<file path="config.mk">
export PLATFORM = sky130hd
export DESIGN_NAME = lsu_mem_master_flat
export DESIGN_NICKNAME = d
export VERILOG_FILES = /design/src/rtl/lsu_mem_master_if.sv /design/src/rtl/lsu_mem_master.sv /design/src/flat_wrapper.sv
export SDC_FILE = /design/constraint.sdc
export NUM_CORES = 1
export LEC_CHECK = 0
export BUFFER_PORTS_ARGS = -buffer_cell sky130_fd_sc_hd__buf_2
export CAP_MARGIN = 10
export CORE_MARGIN = 2
export CORE_UTILIZATION = 49
export DETAILED_ROUTE_END_ITERATION = 6
export PLACE_DENSITY_LB_ADDON = 0.15
export SLEW_MARGIN = 25
export SYNTH_ARGS = -nofsm -noshare
export SYNTH_HDL_FRONTEND = slang
export SYNTH_SLANG_ARGS = --single-unit
export TNS_END_PERCENT = 1
</file>
<file path="constraint.sdc">
create_clock -name clk -period 2.6 [get_ports clk]
set_input_delay 0.52 -clock clk [delete_from_list [all_inputs] [get_ports clk]]
set_output_delay 0.52 -clock clk [all_outputs]
set_load 0.03 [all_outputs]
</file>
<file path="src/rtl/lsu_mem_master_if.sv">
// ----------------------------------------------------------------------------
// lsu_mem_master_if
//   Bundles the load/store request/response handshake and the data-memory
//   port of lsu_mem_master.
//
//   Request  : req_valid, req_ready, req_we, req_size, req_unsigned,
//              req_addr, req_wdata
//   Response : resp_valid, resp_rdata, resp_err
//   Memory   : mem_address (word index), mem_dataW, mem_isWmem, mem_dataR
//
//   modport master : the load/store unit itself
//   modport slave  : the requester plus data memory on the other side
// ----------------------------------------------------------------------------
interface lsu_mem_master_if;
  logic        req_valid;
  logic        req_ready;
  logic        req_we;
  logic [1:0]  req_size;
  logic        req_unsigned;
  logic [31:0] req_addr;
  logic [31:0] req_wdata;

  logic        resp_valid;
  logic [31:0] resp_rdata;
  logic        resp_err;

  logic [31:0] mem_address;
  logic [31:0] mem_dataW;
  logic        mem_isWmem;
  logic [31:0] mem_dataR;

  modport master (
    input  req_valid, req_we, req_size, req_unsigned, req_addr, req_wdata,
    input  mem_dataR,
    output req_ready, resp_valid, resp_rdata, resp_err,
    output mem_address, mem_dataW, mem_isWmem
  );

  modport slave (
    output req_valid, req_we, req_size, req_unsigned, req_addr, req_wdata,
    output mem_dataR,
    input  req_ready, resp_valid, resp_rdata, resp_err,
    input  mem_address, mem_dataW, mem_isWmem
  );
endinterface

</file>
<file path="src/rtl/lsu_mem_master.sv">
// ----------------------------------------------------------------------------
// lsu_mem_master
//   Load/store initiator for a word-wide data memory with combinational read
//   and clock-edge write. Takes one byte/half/word request at a time, turns it
//   into word-aligned accesses (read-modify-write for sub-word stores) and
//   returns sign- or zero-extended load data. Little-endian lanes.
//
//   Ports:
//     clk   : clock, rising edge
//     rstn  : synchronous reset, active HIGH (1 = reset)
//     bus   : lsu_mem_master_if.master (request, response, memory port)
//     stat_loads/stat_stores/stat_errs : completed-response counters,
//                                        present only with LSU_STATS_EN
//
//   Parameter MEM_DEPTH_LOG2 : word-index width; higher address bits ignored.
//   Optional macro LSU_STATS_EN adds the statistics counters.
// ----------------------------------------------------------------------------
module lsu_mem_master #(
  parameter int MEM_DEPTH_LOG2 = 8
) (
  input  logic             clk,
  input  logic             rstn,
  lsu_mem_master_if.master bus
`ifdef LSU_STATS_EN
  ,
  output logic [15:0]      stat_loads,
  output logic [15:0]      stat_stores,
  output logic [15:0]      stat_errs
`endif
);

  typedef enum logic [1:0] {
    IDLE = 2'd0,
    RD   = 2'd1,
    WR   = 2'd2,
    RESP = 2'd3
  } state_t;

  state_t      state_reg, state_next;
  logic        we_reg, we_next;
  logic [1:0]  size_reg, size_next;
  logic        uns_reg, uns_next;
  logic [1:0]  lane_reg, lane_next;
  logic [15:0] wdata_reg, wdata_next;
  logic [31:0] address_reg, address_next;
  logic [31:0] dataw_reg, dataw_next;
  logic [31:0] rdata_reg, rdata_next;
  logic        err_reg, err_next;

  logic        req_err;
  logic [31:0] req_index;
  logic [31:0] shifted;
  logic [7:0]  ld_byte;
  logic [15:0] ld_half;
  logic [31:0] load_data;
  logic [3:0]  lane_be;
  logic [31:0] merged;
  logic        unused_addr_bits;

  // Word index; upper address bits fold away so accesses wrap.
  assign req_index        = {{(32-MEM_DEPTH_LOG2){1'b0}}, bus.req_addr[MEM_DEPTH_LOG2+1:2]};
  assign unused_addr_bits = ^bus.req_addr[31:MEM_DEPTH_LOG2+2];

  always_comb begin
    req_err = 1'b0;
    case (bus.req_size)
      2'b01:   req_err = bus.req_addr[0];
      2'b10:   req_err = |bus.req_addr[1:0];
      2'b11:   req_err = 1'b1;
      default: req_err = 1'b0;
    endcase
  end

  // Load lane extraction from the word currently on mem_dataR.
  assign shifted = bus.mem_dataR >> {lane_reg, 3'b000};
  assign ld_byte = shifted[7:0];
  assign ld_half = lane_reg[1] ? bus.mem_dataR[31:16] : bus.mem_dataR[15:0];

  always_comb begin
    load_data = bus.mem_dataR;
    case (size_reg)
      2'b00:   load_data = uns_reg ? {24'h0, ld_byte} : {{24{ld_byte[7]}}, ld_byte};
      2'b01:   load_data = uns_reg ? {16'h0, ld_half} : {{16{ld_half[15]}}, ld_half};
      default: load_data = bus.mem_dataR;
    endcase
  end

  // Read-modify-write merge: only sub-word stores pass through RD, so the
  // enables only need to cover byte and half sizes.
  assign lane_be = (size_reg == 2'b00) ? (4'b0001 << lane_reg)
                                       : (lane_reg[1] ? 4'b1100 : 4'b0011);

  genvar gi;
  generate
    for (gi = 0; gi < 4; gi++) begin : g_merge
      logic [7:0] src_byte;
      if (gi % 2 == 1) begin : g_odd
        // Odd lanes take the high byte of a halfword, or the sole byte.
        assign src_byte = (size_reg == 2'b00) ? wdata_reg[7:0] : wdata_reg[15:8];
      end else begin : g_even
        assign src_byte = wdata_reg[7:0];
      end
      assign merged[8*gi +: 8] = lane_be[gi] ? src_byte : bus.mem_dataR[8*gi +: 8];
    end
  endgenerate

  always_comb begin
    state_next   = state_reg;
    we_next      = we_reg;
    size_next    = size_reg;
    uns_next     = uns_reg;
    lane_next    = lane_reg;
    wdata_next   = wdata_reg;
    address_next = address_reg;
    dataw_next   = dataw_reg;
    rdata_next   = rdata_reg;
    err_next     = err_reg;
    case (state_reg)
      IDLE: begin
        if (bus.req_valid) begin
          we_next      = bus.req_we;
          size_next    = bus.req_size;
          uns_next     = bus.req_unsigned;
          lane_next    = bus.req_addr[1:0];
          wdata_next   = bus.req_wdata[15:0];
          address_next = req_index;
          rdata_next   = 32'h0;
          err_next     = req_err;
          if (req_err) begin
            state_next = RESP;
          end else if (bus.req_we && bus.req_size == 2'b10) begin
            dataw_next = bus.req_wdata;
            state_next = WR;
          end else begin
            state_next = RD;
          end
        end
      end
      RD: begin
        if (we_reg) begin
          dataw_next = merged;
          state_next = WR;
        end else begin
          rdata_next = load_data;
          state_next = RESP;
        end
      end
      WR:      state_next = RESP;
      RESP:    state_next = IDLE;
      default: state_next = IDLE;
    endcase
  end

  always_ff @(posedge clk) begin
    if (rstn) begin
      state_reg   <= IDLE;
      we_reg      <= 1'b0;
      size_reg    <= 2'b00;
      uns_reg     <= 1'b0;
      lane_reg    <= 2'b00;
      wdata_reg   <= 16'h0;
      address_reg <= 32'h0;
      dataw_reg   <= 32'h0;
      rdata_reg   <= 32'h0;
      err_reg     <= 1'b0;
    end else begin
      state_reg   <= state_next;
      we_reg      <= we_next;
      size_reg    <= size_next;
      uns_reg     <= uns_next;
      lane_reg    <= lane_next;
      wdata_reg   <= wdata_next;
      address_reg <= address_next;
      dataw_reg   <= dataw_next;
      rdata_reg   <= rdata_next;
      err_reg     <= err_next;
    end
  end

  assign bus.req_ready   = (state_reg == IDLE);
  assign bus.resp_valid  = (state_reg == RESP);
  assign bus.resp_rdata  = rdata_reg;
  assign bus.resp_err    = err_reg;
  assign bus.mem_address = address_reg;
  assign bus.mem_dataW   = dataw_reg;
  // Reset gates the write so a store caught in WR never reaches memory.
  assign bus.mem_isWmem  = (state_reg == WR) && !rstn;

`ifdef LSU_STATS_EN
  logic [15:0] loads_reg, stores_reg, errs_reg;

  always_ff @(posedge clk) begin
    if (rstn) begin
      loads_reg  <= 16'h0;
      stores_reg <= 16'h0;
      errs_reg   <= 16'h0;
    end else if (state_reg == RESP) begin
      if (err_reg)     errs_reg   <= errs_reg + 16'd1;
      else if (we_reg) stores_reg <= stores_reg + 16'd1;
      else             loads_reg  <= loads_reg + 16'd1;
    end
  end

  assign stat_loads  = loads_reg;
  assign stat_stores = stores_reg;
  assign stat_errs   = errs_reg;
`endif

endmodule

</file>
<file path="src/flat_wrapper.sv">
// flat-port wrapper written by rule: the top's interface ports become plain ports
module lsu_mem_master_flat 
#(
  parameter int MEM_DEPTH_LOG2 = 8
)
  (clk, rstn, bus_req_valid, bus_req_we, bus_req_size, bus_req_unsigned, bus_req_addr, bus_req_wdata, bus_mem_dataR, bus_req_ready, bus_resp_valid, bus_resp_rdata, bus_resp_err, bus_mem_address, bus_mem_dataW, bus_mem_isWmem);
  lsu_mem_master_if bus_i ();
  input  logic clk;
  input  logic rstn;
  input wire logic [$bits(bus_i.req_valid)-1:0] bus_req_valid;
  input wire logic [$bits(bus_i.req_we)-1:0] bus_req_we;
  input wire logic [$bits(bus_i.req_size)-1:0] bus_req_size;
  input wire logic [$bits(bus_i.req_unsigned)-1:0] bus_req_unsigned;
  input wire logic [$bits(bus_i.req_addr)-1:0] bus_req_addr;
  input wire logic [$bits(bus_i.req_wdata)-1:0] bus_req_wdata;
  input wire logic [$bits(bus_i.mem_dataR)-1:0] bus_mem_dataR;
  output wire logic [$bits(bus_i.req_ready)-1:0] bus_req_ready;
  output wire logic [$bits(bus_i.resp_valid)-1:0] bus_resp_valid;
  output wire logic [$bits(bus_i.resp_rdata)-1:0] bus_resp_rdata;
  output wire logic [$bits(bus_i.resp_err)-1:0] bus_resp_err;
  output wire logic [$bits(bus_i.mem_address)-1:0] bus_mem_address;
  output wire logic [$bits(bus_i.mem_dataW)-1:0] bus_mem_dataW;
  output wire logic [$bits(bus_i.mem_isWmem)-1:0] bus_mem_isWmem;
  assign bus_i.req_valid = bus_req_valid;
  assign bus_i.req_we = bus_req_we;
  assign bus_i.req_size = bus_req_size;
  assign bus_i.req_unsigned = bus_req_unsigned;
  assign bus_i.req_addr = bus_req_addr;
  assign bus_i.req_wdata = bus_req_wdata;
  assign bus_i.mem_dataR = bus_mem_dataR;
  assign bus_req_ready = bus_i.req_ready;
  assign bus_resp_valid = bus_i.resp_valid;
  assign bus_resp_rdata = bus_i.resp_rdata;
  assign bus_resp_err = bus_i.resp_err;
  assign bus_mem_address = bus_i.mem_address;
  assign bus_mem_dataW = bus_i.mem_dataW;
  assign bus_mem_isWmem = bus_i.mem_isWmem;
  lsu_mem_master #(.MEM_DEPTH_LOG2(MEM_DEPTH_LOG2)) u_core (.clk(clk), .rstn(rstn), .bus(bus_i));
endmodule
</file>
==> flow_summary.rst <==
.. list-table::
   :header-rows: 1

   * - Metric
     - Value
   * - Combined global-route utilization of all metal layers
     - 27.9%
   * - Top post-synthesis cells by count
     - 97 x sky130_fd_sc_hd__dfxtp_1, 75 x sky130_fd_sc_hd__nand2_1, 57 x sky130_fd_sc_hd__a21oi_1
   * - Async S/R FF share, synth
     - 0%
   * - Number of buffers added on ports
     - 156
   * - Fin crit share
     - 88.2%
   * - Post-detailed-placement cell area
     - 5950 um^2
   * - Launching point of the worst reg2reg path
     - u_core.state_reg[1]
   * - Die area
     - 11300 um^2
   * - Clock power share
     - 19.4%
   * - Number of DRC markers in iteration 0
     - 337
   * - Number of antenna violations at the first check in global routing
     - 0
   * - Fmax
     - 436 MHz
   * - Category of the critical setup timing path
     - register to register
   * - Die Span X
     - 106 um
   * - Switching component of the power
     - 2.86 mW
   * - Hold violation count in the final report
     - 0
   * - Average detailed-routed wire length per instance
     - 17.4 um
   * - Fraction of synthesized cell area taken by the top area cell type
     - 37.8%
   * - Syn_area_per_cell
     - 8.13 um^2
   * - Detailed Route WL
     - 15700 um
   * - Reg power frac
     - 32.6%
   * - Most frequently used flop master after synthesis
     - sky130_fd_sc_hd__dfxtp_1
   * - Pin count of the biggest net entering global routing
     - 66
   * - Clk_skew
     - 0.0129 ns
   * - Growth of design area from synthesis to finish
     - 20.7%
   * - Slowest cell on the critical path
     - sky130_fd_sc_hd__buf_4
   * - Max-cap viol count
     - 0
   * - Final slew viol count
     - 0
   * - Antenna diode count
     - 0
   * - Clock buffer count from CTS
     - 9
   * - Post-DR vias/cell
     - 5.77
   * - Sequential area share after synthesis
     - 37.8%
   * - Unrepaired setup endpoints after global routing
     - false
   * - CTS tree
     - built
   * - H-tree lvl count
     - 3
   * - Initial core utilization
     - 50.2%
   * - Buffers and inverters on the worst path
     - 2
   * - Main area contributors after synthesis
     - sky130_fd_sc_hd__dfxtp_1 38%, sky130_fd_sc_hd__a21oi_1 5.6%, sky130_fd_sc_hd__nand2_1 5.5%, sky130_fd_sc_hd__buf_4 3.5%, sky130_fd_sc_hd__clkbuf_1 3.4%
   * - Global-route wire length before repair
     - 25100 um
   * - PnR worst setup slack
     - 0.307 ns
   * - Post-synthesis cell type count
     - 46
   * - Startpoint types
     - register
   * - Nets
     - 871
   * - Cell-by-cell listing of the critical path
     - inv_1 > ha_2 > buf_4 > and3b_1 > nor2_1 > and2_1 > a32o_1
   * - Number of buffers on the longest clock path
     - 2
   * - Post-route DRC violation count
     - 0
   * - Top cell family by delay on the critical path
     - simple AND/OR/NAND/NOR gates
   * - Yosys top cell by area
     - sky130_fd_sc_hd__dfxtp_1
   * - Hpwl dp
     - 11600 um
   * - Clock Sinks
     - 97
   * - Count of mapped cells out of synthesis
     - 632
   * - Ys Warns
     - 0
   * - Share of post-route cells with drive strength above 1
     - 29.9%
   * - Core area
     - 10200 um^2
   * - Flops & latches, synth
     - 97
   * - Worst hold path endpoint
     - u_core.bus.mem_address[6]
   * - Net switching share of the total power
     - 45.1%
   * - Worst-path fanout max
     - 65
   * - Data required time at the worst endpoint
     - 2.87 ns
   * - Final RePlAce weighted congestion
     - 0.889
   * - Time the worst path needs with I/O delays and setup
     - 2.29 ns
   * - Crit. End Element
     - register
   * - Data arrival time of the critical path
     - 2.56 ns
   * - Run status
     - finished clean
   * - Number of detailed-route iterations in the first pass
     - 6
   * - Combined area of the multi-input logic cells
     - 2820 um^2
   * - Root buf cell
     - sky130_fd_sc_hd__clkbuf_8
   * - Count of cells along the worst hold path
     - 3
   * - Delay contributed by the slowest stage of the critical path
     - 0.49 ns
   * - Number of cell instances on the worst register-to-register path
     - 7
   * - Top-count cell post-synth
     - sky130_fd_sc_hd__dfxtp_1
   * - Leakage dissipation
     - 2.66 nW
   * - Number of vias in the routed layout
     - 5220
   * - CTS Hold Bufs
     - 0
   * - DRT antenna net count
     - 0
   * - Post-CTS Repair Setup Buffers
     - 0
   * - Final-report setup violation count
     - 0
   * - Hold Path Origin
     - bus_req_addr[8]
   * - Slew at the pin closest to its max-slew limit
     - 0.841 ns
   * - Worst-case vdd ir drop
     - 0.568 mV
   * - Combinational Power Share
     - 48.0%
   * - Register-to-Register Setup Slack
     - 0.31 ns
   * - Max_slew headroom
     - 43.8%
   * - Later-pin clock latency in the skew report
     - 0.38 ns
   * - Fillers
     - 982
   * - Global route total overflow
     - 0
   * - Placement row count
     - 37
   * - Reg-to-reg critical path endpoint
     - u_core.bus.mem_dataW[3]
   * - Cts repair resizes
     - 0
   * - Worst hold path class
     - input port to register
   * - Number of enable-type register cells in the synthesized netlist
     - 0
   * - Power density of the placed cells
     - 1020 nW/um^2
   * - Cell-internal power
     - 3.48 mW
   * - Worst slack at placement
     - 0.285 ns
   * - Area of all placed cells without fillers
     - 6200 um^2
   * - Cell area after synthesis
     - 5140 um^2
   * - Height of the die
     - 106 um
   * - FF/Latch Area
     - 1940 um^2
   * - Via count of the first global-routing pass
     - 4937
   * - Ports placed on the boundary
     - 203
   * - Total negative slack
     - 0 ns
   * - CTS clk-pin slew, worst paths
     - 0.11 ns
## cells in the final DEF, fill, tap and decap left out, types with 16 or more instances in the layout
| master | instances |
|---|---|
| sky130_fd_sc_hd__buf_2 | 156 |
| sky130_fd_sc_hd__dfxtp_1 | 97 |
| sky130_fd_sc_hd__nand2_1 | 75 |
| sky130_fd_sc_hd__a21oi_1 | 57 |
| sky130_fd_sc_hd__nor2_1 | 36 |
| sky130_fd_sc_hd__o21ai_0 | 30 |
| sky130_fd_sc_hd__nor3_1 | 26 |
| sky130_fd_sc_hd__conb_1 | 24 |
| sky130_fd_sc_hd__buf_4 | 22 |
| sky130_fd_sc_hd__inv_1 | 21 |
| sky130_fd_sc_hd__nor2b_1 | 20 |
| sky130_fd_sc_hd__o211ai_1 | 18 |
| sky130_fd_sc_hd__o2bb2ai_1 | 18 |
| sky130_fd_sc_hd__a221oi_1 | 17 |
| sky130_fd_sc_hd__o311ai_0 | 17 |
| sky130_fd_sc_hd__or2_2 | 16 |
| sky130_fd_sc_hd__a32o_1 | 16 |
## metrics by stage
| step | hold WS [ns] | utilization (%) | total power [mW] | cells |
|---|---|---|---|---|
| final | 0.361 | 60.6 | 6.34 | 904 |
| after global routing | 0.380 | 60.6 | 6.72 | 904 |
| after CTS | 0.365 | 60.6 | 6.34 | 904 |
| after detailed placement | 0.442 | 58.2 | 5.12 | 888 |
| after global placement | 0.439 | 58.2 | 5.05 | 888 |
| after floorplan | 0.434 | - | 4.26 | 655 |
## metal layers
metal | track usage, % | wire length (um) | vias up
li1 | - | - | 2515
met1 | 38.1 | 6870 | 2460
met2 | 44.6 | 7340 | 221
met3 | 5.95 | 1260 | 24
met4 | 7.33 | 274 | 0
met5 | 0 | 0 | -
## worst max path at each step
stage | from | end | slack, ns | depth (start not counted)
floorplan | u_core.state_reg[0] | u_core.bus.mem_dataW[0] | 0.04 | 9
global placement | u_core.state_reg[1] | u_core.bus.mem_dataW[23] | 0.36 | 7
detailed placement | u_core.state_reg[1] | u_core.bus.mem_dataW[3] | 0.28 | 7
CTS | u_core.state_reg[1] | u_core.bus.mem_dataW[3] | 0.28 | 7
global route | u_core.state_reg[1] | u_core.bus.mem_dataW[3] | 0.12 | 7
finish | u_core.state_reg[1] | u_core.bus.mem_dataW[3] | 0.31 | 7
## cell type report
cell class / count / share of cell area, %
multi-input cells: 456 / 45.4
flip-flops and latches: 97 / 31.3
repair buffers: 178 / 15.3
well taps: 136 / 2.74
clock buffers: 9 / 2.00
clock inverters: 7 / 2.00
inverters: 21 / 1.27
## logic make-up (layout without fill, tap and decap cells)
logic type,Yosys count,in the layout,synth area share (%)
other cells,1,24,0.0730
simple gates,194,194,17.8
fa+ha+maj,5,5,1.22
compound gates,214,214,29.8
buf+inv,102,215,9.30
mux,19,19,4.07
flops,97,97,37.8
## worst register-to-register path, stage by stage (launching register included)
cell and delay (ns):
sky130_fd_sc_hd__dfxtp_1 0.35, sky130_fd_sc_hd__inv_1 0.10, sky130_fd_sc_hd__ha_2 0.25, sky130_fd_sc_hd__buf_4 0.49, sky130_fd_sc_hd__and3b_1 0.27, sky130_fd_sc_hd__nor2_1 0.04
sky130_fd_sc_hd__and2_1 0.37, sky130_fd_sc_hd__a32o_1 0.32
## power by group through the flow
stage | Combinational (mW) | Sequential, mW | Clock (mW)
5_1_grt | 3.32 | 2.11 | 1.29
6_report | 3.04 | 2.07 | 1.23
3_5_place_dp | 3.03 | 2.10 | 0
4_1_cts | 3.04 | 2.07 | 1.23
3_3_place_gp | 2.97 | 2.08 | 0
2_1_floorplan | 1.70 | 2.56 | 0
(Power assumes the default switching activity.)
